===== config.mk =====
export PLATFORM = sky130hd
export DESIGN_NAME = alu_result_stage_flat
export DESIGN_NICKNAME = d
export VERILOG_FILES = /design/src/rtl/alu_result_stage_if.sv /design/src/rtl/alu_result_stage.sv /design/src/flat_wrapper.sv
export SDC_FILE = /design/constraint.sdc
export NUM_CORES = 1
export LEC_CHECK = 0
export ABC_AREA = 1
export CORE_ASPECT_RATIO = 1.2
export CORE_MARGIN = 2
export CORE_UTILIZATION = 53
export DETAILED_ROUTE_END_ITERATION = 10
export GPL_TIMING_DRIVEN = 0
export PLACE_DENSITY = 0.91
export SLEW_MARGIN = 20
export SYNTH_ARGS = -nofsm -noshare
export SYNTH_HDL_FRONTEND = slang
export SYNTH_SLANG_ARGS = --single-unit

===== constraint.sdc =====
create_clock -name clk -period 2.25 [get_ports clk]
set_clock_uncertainty 0.05 [all_clocks]
set_input_delay 0.3375 -clock clk [delete_from_list [all_inputs] [get_ports clk]]
set_output_delay 0.3375 -clock clk [all_outputs]
set_load 0.005 [all_outputs]

===== src/rtl/alu_result_stage_if.sv =====
// EX->MEM handshake bundle for alu_result_stage: EX-side capture inputs and MEM-side outputs.
// The stage uses the slave modport; the surrounding pipeline (or bench) uses master.
interface alu_result_stage_if #(
  parameter int unsigned WIDTH    = 32,
  parameter int unsigned REG_W    = 5,
  parameter int unsigned ALUOP_W  = 3,
  parameter int unsigned SIGNAL_W = 14
);
  logic                in_valid;
  logic                in_ready;
  logic [WIDTH-1:0]    alu_y;
  logic                alu_zf;
  logic                alu_cf;
  logic                alu_of;
  logic [ALUOP_W-1:0]  aluop;
  logic [1:0]          res_sel;
  logic                trap_ov_en;
  logic [REG_W-1:0]    wb_reg;
  logic [SIGNAL_W-1:0] ctrl;
  logic                out_valid;
  logic                out_ready;
  logic [WIDTH-1:0]    out_result;
  logic                out_zf;
  logic [REG_W-1:0]    out_wb_reg;
  logic [SIGNAL_W-1:0] out_ctrl;
  logic                out_ovf_trap;

  modport master (
    output in_valid, alu_y, alu_zf, alu_cf, alu_of, aluop, res_sel, trap_ov_en, wb_reg, ctrl,
    output out_ready,
    input  in_ready, out_valid, out_result, out_zf, out_wb_reg, out_ctrl, out_ovf_trap
  );

  modport slave (
    input  in_valid, alu_y, alu_zf, alu_cf, alu_of, aluop, res_sel, trap_ov_en, wb_reg, ctrl,
    input  out_ready,
    output in_ready, out_valid, out_result, out_zf, out_wb_reg, out_ctrl, out_ovf_trap
  );
endinterface


===== src/rtl/alu_result_stage.sv =====
// EX->MEM result stage: SLT/SLTU/ZF result select, overflow trap, 2-entry skid buffer.
// Optional counters stat_xfer/stat_stall/stat_trap enabled by ALU_RESULT_STAGE_STATS_EN.
`ifndef ALU_ADD
`define ALU_ADD 3'd0
`endif
`ifndef ALU_SUB
`define ALU_SUB 3'd1
`endif

module alu_result_stage #(
  parameter int unsigned WIDTH    = 32,
  parameter int unsigned REG_W    = 5,
  parameter int unsigned ALUOP_W  = 3,
  parameter int unsigned SIGNAL_W = 14
) (
  input  logic clk,
  input  logic rst_n,
  input  logic flush,
  alu_result_stage_if.slave bus
`ifdef ALU_RESULT_STAGE_STATS_EN
  ,
  output logic [31:0] stat_xfer,
  output logic [31:0] stat_stall,
  output logic [31:0] stat_trap
`endif
);
  localparam int unsigned PW = WIDTH + 1 + REG_W + SIGNAL_W + 1;

  typedef enum logic [1:0] {EMPTY, ONE, FULL} state_e;

  state_e           r_state;
  state_e           w_state_nxt;
  logic             r_in_ready;
  logic [PW-1:0]    r_out;
  logic [PW-1:0]    r_skid;
  logic [PW-1:0]    w_capture;
  logic [WIDTH-1:0] w_sel_result;
  logic             w_accept;
  logic             w_xfer;
  logic             w_is_addsub;
  logic             w_trap;
  logic             w_load_out_new;
  logic             w_load_out_skid;
  logic             w_load_skid;

  assign w_accept    = bus.in_valid & r_in_ready;
  assign w_xfer      = (r_state != EMPTY) & bus.out_ready;
  assign w_is_addsub = (bus.aluop == ALUOP_W'(`ALU_ADD)) | (bus.aluop == ALUOP_W'(`ALU_SUB));
  assign w_trap      = bus.trap_ov_en & bus.alu_of & w_is_addsub;

  always_comb begin
    w_sel_result = '0;
    case (bus.res_sel)
      2'd0:    w_sel_result = bus.alu_y;
      2'd1:    w_sel_result[0] = bus.alu_y[WIDTH-1] ^ bus.alu_of;
      2'd2:    w_sel_result[0] = bus.alu_cf;
      default: w_sel_result[0] = bus.alu_zf;
    endcase
  end

  // A trapping entry keeps its ctrl/zf but must not write back anything.
  assign w_capture = {w_trap ? {WIDTH{1'b0}} : w_sel_result,
                      bus.alu_zf,
                      w_trap ? {REG_W{1'b0}} : bus.wb_reg,
                      bus.ctrl,
                      w_trap};

  always_comb begin
    w_state_nxt     = r_state;
    w_load_out_new  = 1'b0;
    w_load_out_skid = 1'b0;
    w_load_skid     = 1'b0;
    case (r_state)
      EMPTY: begin
        if (w_accept) begin
          w_state_nxt    = ONE;
          w_load_out_new = 1'b1;
        end
      end
      ONE: begin
        if (w_accept && w_xfer) begin
          w_load_out_new = 1'b1;
        end else if (w_accept) begin
          w_state_nxt = FULL;
          w_load_skid = 1'b1;
        end else if (w_xfer) begin
          w_state_nxt = EMPTY;
        end
      end
      FULL: begin
        if (w_xfer) begin
          w_state_nxt     = ONE;
          w_load_out_skid = 1'b1;
        end
      end
      default: w_state_nxt = EMPTY;
    endcase
    if (flush) begin
      w_state_nxt     = EMPTY;
      w_load_out_new  = 1'b0;
      w_load_out_skid = 1'b0;
      w_load_skid     = 1'b0;
    end
  end

  always_ff @(posedge clk) begin
    if (!rst_n) begin
      r_state    <= EMPTY;
      r_in_ready <= 1'b1;
      r_out      <= '0;
      r_skid     <= '0;
    end else begin
      r_state    <= w_state_nxt;
      r_in_ready <= (w_state_nxt != FULL);
      if (w_load_out_new) begin
        r_out <= w_capture;
      end else if (w_load_out_skid) begin
        r_out <= r_skid;
      end
      if (w_load_skid) begin
        r_skid <= w_capture;
      end
    end
  end

  assign bus.in_ready  = r_in_ready;
  assign bus.out_valid = (r_state != EMPTY);
  assign {bus.out_result, bus.out_zf, bus.out_wb_reg, bus.out_ctrl, bus.out_ovf_trap} = r_out;

`ifdef ALU_RESULT_STAGE_STATS_EN
  logic [31:0] r_stat_xfer;
  logic [31:0] r_stat_stall;
  logic [31:0] r_stat_trap;

  always_ff @(posedge clk) begin
    if (!rst_n) begin
      r_stat_xfer  <= '0;
      r_stat_stall <= '0;
      r_stat_trap  <= '0;
    end else begin
      if (w_xfer) begin
        r_stat_xfer <= r_stat_xfer + 32'd1;
      end
      if ((r_state != EMPTY) && !bus.out_ready) begin
        r_stat_stall <= r_stat_stall + 32'd1;
      end
      if (w_xfer && r_out[0]) begin
        r_stat_trap <= r_stat_trap + 32'd1;
      end
    end
  end

  assign stat_xfer  = r_stat_xfer;
  assign stat_stall = r_stat_stall;
  assign stat_trap  = r_stat_trap;
`endif
endmodule


===== src/flat_wrapper.sv =====
// flat-port wrapper written by rule: the top's interface ports become plain ports
module alu_result_stage_flat 
#(
  parameter int unsigned WIDTH    = 32,
  parameter int unsigned REG_W    = 5,
  parameter int unsigned ALUOP_W  = 3,
  parameter int unsigned SIGNAL_W = 14
)
  (clk, rst_n, flush, bus_in_valid, bus_alu_y, bus_alu_zf, bus_alu_cf, bus_alu_of, bus_aluop, bus_res_sel, bus_trap_ov_en, bus_wb_reg, bus_ctrl, bus_out_ready, bus_in_ready, bus_out_valid, bus_out_result, bus_out_zf, bus_out_wb_reg, bus_out_ctrl, bus_out_ovf_trap);
  alu_result_stage_if #(.WIDTH(WIDTH), .REG_W(REG_W), .ALUOP_W(ALUOP_W), .SIGNAL_W(SIGNAL_W)) bus_i ();
  input  logic clk;
  input  logic rst_n;
  input  logic flush;
  input wire logic [$bits(bus_i.in_valid)-1:0] bus_in_valid;
  input wire logic [$bits(bus_i.alu_y)-1:0] bus_alu_y;
  input wire logic [$bits(bus_i.alu_zf)-1:0] bus_alu_zf;
  input wire logic [$bits(bus_i.alu_cf)-1:0] bus_alu_cf;
  input wire logic [$bits(bus_i.alu_of)-1:0] bus_alu_of;
  input wire logic [$bits(bus_i.aluop)-1:0] bus_aluop;
  input wire logic [$bits(bus_i.res_sel)-1:0] bus_res_sel;
  input wire logic [$bits(bus_i.trap_ov_en)-1:0] bus_trap_ov_en;
  input wire logic [$bits(bus_i.wb_reg)-1:0] bus_wb_reg;
  input wire logic [$bits(bus_i.ctrl)-1:0] bus_ctrl;
  input wire logic [$bits(bus_i.out_ready)-1:0] bus_out_ready;
  output wire logic [$bits(bus_i.in_ready)-1:0] bus_in_ready;
  output wire logic [$bits(bus_i.out_valid)-1:0] bus_out_valid;
  output wire logic [$bits(bus_i.out_result)-1:0] bus_out_result;
  output wire logic [$bits(bus_i.out_zf)-1:0] bus_out_zf;
  output wire logic [$bits(bus_i.out_wb_reg)-1:0] bus_out_wb_reg;
  output wire logic [$bits(bus_i.out_ctrl)-1:0] bus_out_ctrl;
  output wire logic [$bits(bus_i.out_ovf_trap)-1:0] bus_out_ovf_trap;
  assign bus_i.in_valid = bus_in_valid;
  assign bus_i.alu_y = bus_alu_y;
  assign bus_i.alu_zf = bus_alu_zf;
  assign bus_i.alu_cf = bus_alu_cf;
  assign bus_i.alu_of = bus_alu_of;
  assign bus_i.aluop = bus_aluop;
  assign bus_i.res_sel = bus_res_sel;
  assign bus_i.trap_ov_en = bus_trap_ov_en;
  assign bus_i.wb_reg = bus_wb_reg;
  assign bus_i.ctrl = bus_ctrl;
  assign bus_i.out_ready = bus_out_ready;
  assign bus_in_ready = bus_i.in_ready;
  assign bus_out_valid = bus_i.out_valid;
  assign bus_out_result = bus_i.out_result;
  assign bus_out_zf = bus_i.out_zf;
  assign bus_out_wb_reg = bus_i.out_wb_reg;
  assign bus_out_ctrl = bus_i.out_ctrl;
  assign bus_out_ovf_trap = bus_i.out_ovf_trap;
  alu_result_stage #(.WIDTH(WIDTH), .REG_W(REG_W), .ALUOP_W(ALUOP_W), .SIGNAL_W(SIGNAL_W)) u_core (.clk(clk), .rst_n(rst_n), .flush(flush), .bus(bus_i));
endmodule

# == Yosys cells after proc, flatten, opt, wreduce, memory -nomap -nowiden ==
# Index checks and enable logic that the tools add are counted.
# classes
eq_ne,6
mux,23
bitwise_logic,6
reduce_logical,6
# ops
cell,count
two-way mux 53 bit,2
two-way mux 32 bit,1
two-way mux 31 bit,1
two-way mux 2 bit,6
two-way mux 1 bit,9
case mux 2 bit (3 select lines),1
two-way mux 5 bit,1
AND 1 bit,4
"equality test 2 x 1 -> 1 bit, second input constant",2
"equality test 2 bit, second input constant",2
zero test 2 bit,2
nonzero test 2 bit,2
"equality test 3 x 1 -> 1 bit, second input constant",1
zero test 3 bit,1
case mux 1 bit (3 select lines),1
"!= test 2 bit, second input constant",1
case mux 1 bit (2 select lines),1
logical AND 1 bit,1
OR 1 bit,1
bitwise XOR 1 bit,1
# word_totals
regBits,109
inputBits,65
output_inout_bits,55
elab_cells,45

# == Depth between registers and ports, before layout ==
# Gate-level depths: netlist (run 1).
# logic_depth
depth_word,8
ltp_mapped,9

# == Worst setup path before layout (run 1) ==
# OpenSTA, ideal clock, no wires.
# synth_path
path_type,input to register
startpoint,in bus_in_valid
endpoint,reg u_core.r_out[0]
setup_ps,116
t_arrival_ps,1196
required_time_ps,2084
slack_ps,889
stages,7
cell_sequence,nand2_1 nor3_1 nand2_1 buf_2 buf_2 o21ai_0 nor2_1
# synth_via
elab_chain_cells,6
word_cells_on_any_way,8
cone_classes,5 x mux; 1 x bitwise; 2 x reduce/logical
# synth_rtl
item,line,rtl
start: declaration,flat_wrapper.sv:14,input wire logic [$bits(bus_i.in_valid)-1:0] bus_in_valid;
AND 1 bit (*),alu_result_stage.sv:46,assign w_accept = bus.in_valid & r_in_ready;
logical AND 1 bit,alu_result_stage.sv:81,if (w_accept && w_xfer) begin
two-way mux 1 bit,alu_result_stage.sv:81,
case mux 1 bit (2 select lines) (*),alu_result_stage.sv:73,case (r_state)
two-way mux 1 bit (*),alu_result_stage.sv:98,if (flush) begin
two-way mux 53 bit / nonzero test 2 bit (equally long branches),n/a,
end signal: assignment,alu_result_stage.sv:116,r_out <= w_capture;
end signal: assignment,alu_result_stage.sv:118,r_out <= r_skid;
end: declaration,alu_result_stage.sv:34,logic [PW-1:0] r_out;
# Mark *: on every way between the ends. The rest lies on a longest branch, timed or not.
# A chain may end at the register's enable or synchronous reset.

# == Worst setup path after layout (run 1) ==
# layout_path
startpoint,reg u_core.r_state[1]
endpoint,out bus_out_valid
# layout_via
elab_chain_cells,1
# layout_rtl
item,line,rtl
start: declaration,alu_result_stage.sv:31,state_e r_state;
start signal: assignment,alu_result_stage.sv:113,r_state <= w_state_nxt;
nonzero test 2 bit,alu_result_stage.sv:127,assign bus.out_valid = (r_state != EMPTY);
end: declaration,flat_wrapper.sv:26,output wire logic [$bits(bus_i.out_valid)-1:0] bus_out_valid;
# Every way passes these cells.

==> metrics.txt, run 1 <==
Post-Place Cells 1025; Internal Power 2760 uW; final critical path time including I/O delays and setup 1.96 ns; DIE AREA 10100 sq um; via count 5156; f_max 511 MHz; Tcrit/Tclk final 87.0%; Post-Syn Area 4910 sq um; GP Congestion 0.860; Setup TNS 0 ns; Antenna diodes 0; CTS tree built; layout cell share with drive strength beyond 1 5.43%; hpwl dp 9320 um; largest net degree at the start of global routing 18; clock latency on the worst-skew pair 0.38 ns; TritonCTS buffer count 9; Net Sw Frac 26.9%; Hold Crit Class in2reg; vias in the first global route 4763; Synthesis Warnings 0; CP endpoint kind output port; Syn Inst Count 788; CTS Buffer Depth 2; drt wl/cell 12.4 um; final-report hold violation count 0; Max Cap Viol 0; Psw 1020 uW; syn nets 853; max-slew violations 0; CTS Root Cell clkbuf_8; Worst Setup Start Kind flop; # hold bufs at CTS 0; clk sinks 109; Resized Gates After CTS 0; Clk pwr share 28.4%; status finished, final reports clean; num rows 38; total track usage 26.1%; Starting Density 54.3%; synthesis-to-layout area growth 30.4%; Pre-Repair DR Iteration Count 5; Worst-Margin Slew 0.901 ns; Vias/cell 4.95; Mean Syn Cell Area 6.23 sq um; GRT overflow 0; Setup violations, final 0; clock-pin slew on the worst setup and hold paths 0.11 ns; Crit Path Max Fanout 6; remaining antenna violation count 0; IR drop worst, VDD 0.430 mV; leakage 0.00289 uW; die height 109 um; DRC errors left 0; RSZ-0062 raised after global routing no; drt first-iter violations 217; Layout Cells excl Fill 1041; first-pass GRT wire length 21200 um; Port Buf Inserts 117; slew margin rel. 39.5%; Post-CTS Repair Setup Buffers 0; synthesized flop and latch total 109; critical path arrival 1.57 ns; H-Tree Depth 3; initial antenna violation count 0; core area 9030 sq um; total wire length 12900 um; nets 981; sequential power share 54.7%; sequential area share after synthesis 44.5%; Worst Path Required 1.86 ns; Gate power share 16.8%; I/O Pins 120; kind of critical path reg2out; Yosys cell types 17; Die Width 91.9 um; pwr dens 589 nW/um^2
-- power by group through the flow --
stage	clock (uW)	combinational, uW	sequential [uW]
after floorplan	0	304	2110
after global placement	0	620	2110
after detailed placement	0	630	2110
after CTS	1070	634	2060
after global routing	1140	711	2070
final	1070	635	2060
-- cell usage after synthesis --
cell / n / area (sq um)
buf_1: 3 / 11.3
o21ai_0: 25 / 125
nor2_4: 1 / 11.3
nand2_1: 308 / 1160
clkbuf_1: 13 / 48.8
a21oi_1: 7 / 35.0
dfxtp_1: 109 / 2180
buf_2: 29 / 145
nor3_1: 3 / 15.0
nand4_1: 2 / 12.5
o31ai_1: 1 / 7.51
nand3_1: 52 / 260
buf_4: 4 / 30.0
nor2_1: 214 / 803
o21ai_1: 1 / 5.00
inv_1: 14 / 52.6
inv_2: 2 / 7.51
-- registers in the layout, summed over array words and instances (netlist names) --
name,flops
u_core.r_skid,53
u_core.r_out,53
u_core.bus.in_ready,1
u_core.r_state,2
-- cells in the final DEF, fill, tap and decap left out, types with 4 or more instances in the layout --
cell and n:
nand2_1 308, nor2_1 214, clkdlybuf4s50_1 117, dfxtp_1 109
nand3_1 52, buf_2 29, o21ai_0 25, clkbuf_1 15
inv_1 14, clkbuf_8 9, a21oi_1 7, buf_4 4
-- cell families after synthesis --
group / share of synthesized area, %
buffers and inverters: 6.02
and+or+nand+nor: 46.0
AOI/OAI and AO/OA: 3.52
DFF: 44.5
-- layer usage --
layer	track usage [%]	vias up	routed length (um)
met3	3.84	30	884
met4	12.5	0	367
li1	-	2669	-
met2	47.6	202	6330
met1	30.2	2255	5320
met5	0	-	0
-- area by class of cell --
type | count | area, sq um
buffer | 49 | 235
clock inverter | 5 | 37.5
sequential | 109 | 2180
multi-input combinational | 614 | 2430
tap | 120 | 150
fill | 801 | 2640
inverter | 16 | 60.1
timing repair buffer | 117 | 1170
clock buffer | 11 | 131
-- metrics by stage --
step                setup WS (ns)  utilization, %  hold WS, ns  instance area (sq um)  total power (uW)
floorplan                   0.889               -        0.390                   4910              2410
global placement           0.0979            69.0        0.399                   6230              2730
detailed placement         0.0977            69.0        0.404                   6230              2740
CTS                         0.311            70.8        0.296                   6400              3770
global route                0.242            70.8        0.323                   6400              3930
finish                      0.292            70.8        0.300                   6400              3770
-- final timing paths --
check | from | to | slack [ns] | depth (start not counted)
max | u_core.r_state[1]$_SDFF_PN0_ | bus_out_valid | 0.29 | 3
min | rst_n | u_core.r_out[0]$_SDFFE_PN0P_ | 0.30 | 3
max reg2reg | u_core.bus.in_ready$_SDFF_PN1_ | u_core.r_out[21]$_SDFFE_PN0P_ | 0.63 | 7
min reg2reg | u_core.r_skid[19]$_SDFFE_PN0P_ | u_core.r_skid[19]$_SDFFE_PN0P_ | 0.42 | 2
-- critical path: stages (launching register included) --
cell and delay, ns:
dfxtp_1 0.43, inv_1 0.13, nand2_1 0.12, clkdlybuf4s50_1 0.51
Note: power is estimated with default switching activity, not from simulation.
==> run 2, diff against run 1 <==
CORE_MARGIN = 1.5   (was 2)
==> metrics.txt, run 2 (same netlist as run 1, synthesis figures left out) <==
DRC errors left 0 (unchanged); Die Width 90.9 um (was 91.9 um); CTS tree built (unchanged); Worst Path Required 1.86 ns (about the same); largest net degree at the start of global routing 19 (was 18); slew margin rel. 38.7% (was 39.5%); Worst-Margin Slew 0.912 ns (was 0.901 ns); nets 981 (unchanged); critical path arrival 1.57 ns (about the same); Reg area 2180 sq um (unchanged); H-Tree Depth 3 (unchanged); met2 global-route usage 47.8% (was 47.6%); final critical path time including I/O delays and setup 1.96 ns (about the same); Register-to-Register Setup Slack 0.57 ns (was 0.63 ns); grt peak-use layer met2 (unchanged); TritonCTS buffer count 9 (unchanged); Starting Density 54.3% (unchanged); fill cell count 802 (was 801); CTS Buffer Depth 2 (unchanged); commonest cells after routing, fill and taps aside nand2_1 (308), nor2_1 (214), clkdlybuf4s50_1 (117), dfxtp_1 (109), nand3_1 (52) (unchanged); met3 Track Usage GR 4.43% (was 3.84%); Crit Path Max Fanout 6 (unchanged); area occupied by multi-input gates 2430 sq um (unchanged); GP Congestion 0.840 (was 0.860); max-slew violations 0 (unchanged); GRT overflow 0 (unchanged); Setup TNS 0 ns (unchanged); status finished, final reports clean (unchanged); worst slack, placed 0.0773 ns (was 0.0977 ns); clk sinks 109 (unchanged); first-pass GRT wire length 21100 um (was 21200 um); # hold bufs at CTS 0 (unchanged); num rows 38 (unchanged); clock-pin slew on the worst setup and hold paths 0.11 ns (about the same); Port Buf Inserts 117 (unchanged); layout cell share with drive strength beyond 1 5.65% (was 5.43%); Antenna diodes 0 (unchanged); RSZ-0062 raised after global routing no (unchanged); commonest non-fill, non-tap cell in the layout nand2_1 (unchanged); post-route cell area 6440 sq um (was 6400 sq um); Vias/cell 5.01 (was 4.95); post-route setup slack 0.288 ns (was 0.292 ns); final-report hold violation count 0 (unchanged); synthesis-to-layout area growth 31.2% (was 30.4%); pwr dens 611 nW/um^2 (was 589 nW/um^2); total wire length 13000 um (was 12900 um); drt first-iter violations 241 (was 217); Post-CTS Repair Setup Buffers 0 (unchanged); via count 5211 (was 5156); initial antenna violation count 0 (unchanged); kind of critical path reg2out (unchanged); Worst Setup Start Kind flop (unchanged); hpwl dp 9380 um (was 9320 um); Pre-Repair DR Iteration Count 4 (was 5); f_max 510 MHz (was 511 MHz); met1 Use GR 30.6% (was 30.2%); core area 9030 sq um (unchanged); CTS Root Cell clkbuf_8 (unchanged); Setup violations, final 0 (unchanged); top flop regs u_core.r_out x53, u_core.r_skid x53, u_core.r_state x2 (unchanged); CP endpoint kind output port (unchanged); I/O Pins 120 (unchanged); drt wl/cell 12.5 um (was 12.4 um); Tcrit/Tclk final 87.2% (was 87.0%); Layout Cells excl Fill 1041 (unchanged); total track usage 26.4% (was 26.1%); Post-Place Cells 1025 (unchanged); DIE AREA 9850 sq um (was 10100 sq um); die height 108 um (was 109 um); IR drop worst, VDD 0.391 mV (was 0.430 mV); Hold Crit Class in2reg (unchanged); leakage 0.00291 uW (was 0.00289 uW); clock latency on the worst-skew pair 0.37 ns (was 0.38 ns); Resized Gates After CTS 0 (unchanged); vias in the first global route 4814 (was 4763); remaining antenna violation count 0 (unchanged); placed inst area 6230 sq um (unchanged); Max Cap Viol 0 (unchanged)
-- run 2: final timing paths --
| check | startpoint | end | depth (start not counted) |
|---|---|---|---|
| setup / recovery | u_core.r_state[1]$_SDFF_PN0_ | bus_out_valid | 3 |
| hold / removal | rst_n | u_core.r_skid[28]$_SDFFE_PN0P_ | 3 |
| setup reg to reg | u_core.r_state[1]$_SDFF_PN0_ | u_core.r_skid[32]$_SDFFE_PN0P_ | 8 |
| hold reg to reg | u_core.r_skid[16]$_SDFFE_PN0P_ | u_core.r_skid[16]$_SDFFE_PN0P_ | 2 |
-- run 2: layout make-up --
class	count	area share, %
Buffer	49	3.65
Timing Repair Buffer	117	18.2
Tap cell	120	2.33
Multi-Input combinational cell	614	37.8
Clock buffer	10	2.14
Sequential cell	109	33.9
Clock inverter	6	1.11
Inverter	16	0.933
-- run 2: stage by stage --
stage / power [uW] / utilization, % / hold WS (ns)
finish: 3930 / 71.3 / 0.294
global route: 4110 / 71.3 / 0.309
CTS: 3940 / 71.3 / 0.283
detailed placement: 2740 / 69.0 / 0.402
global placement: 2730 / 69.0 / 0.398
floorplan: 2410 / - / 0.390
-- run 2: power by group --
group          leakage (uW)  total [uW]  internal [uW]  switching, uW
Sequential         0.000889        2060           2020           47.4
Clock             0.0000991        1230            553            680
Combinational       0.00192         637            333            305
Total               0.00291        3930           2900           1030
-- run 2: worst max-delay path, cell delays in order (launching register included) --
cell and delay (ns):
dfxtp_1 0.44, inv_1 0.14, nand2_1 0.11, clkdlybuf4s50_1 0.51
-- run 2: per-layer routing --
metal | wire length [um] | part of all wire [%]
met1 | 5340 | 41
met2 | 6590 | 51
met3 | 777 | 6.0
met4 | 306 | 2.4
met5 | 0 | 0
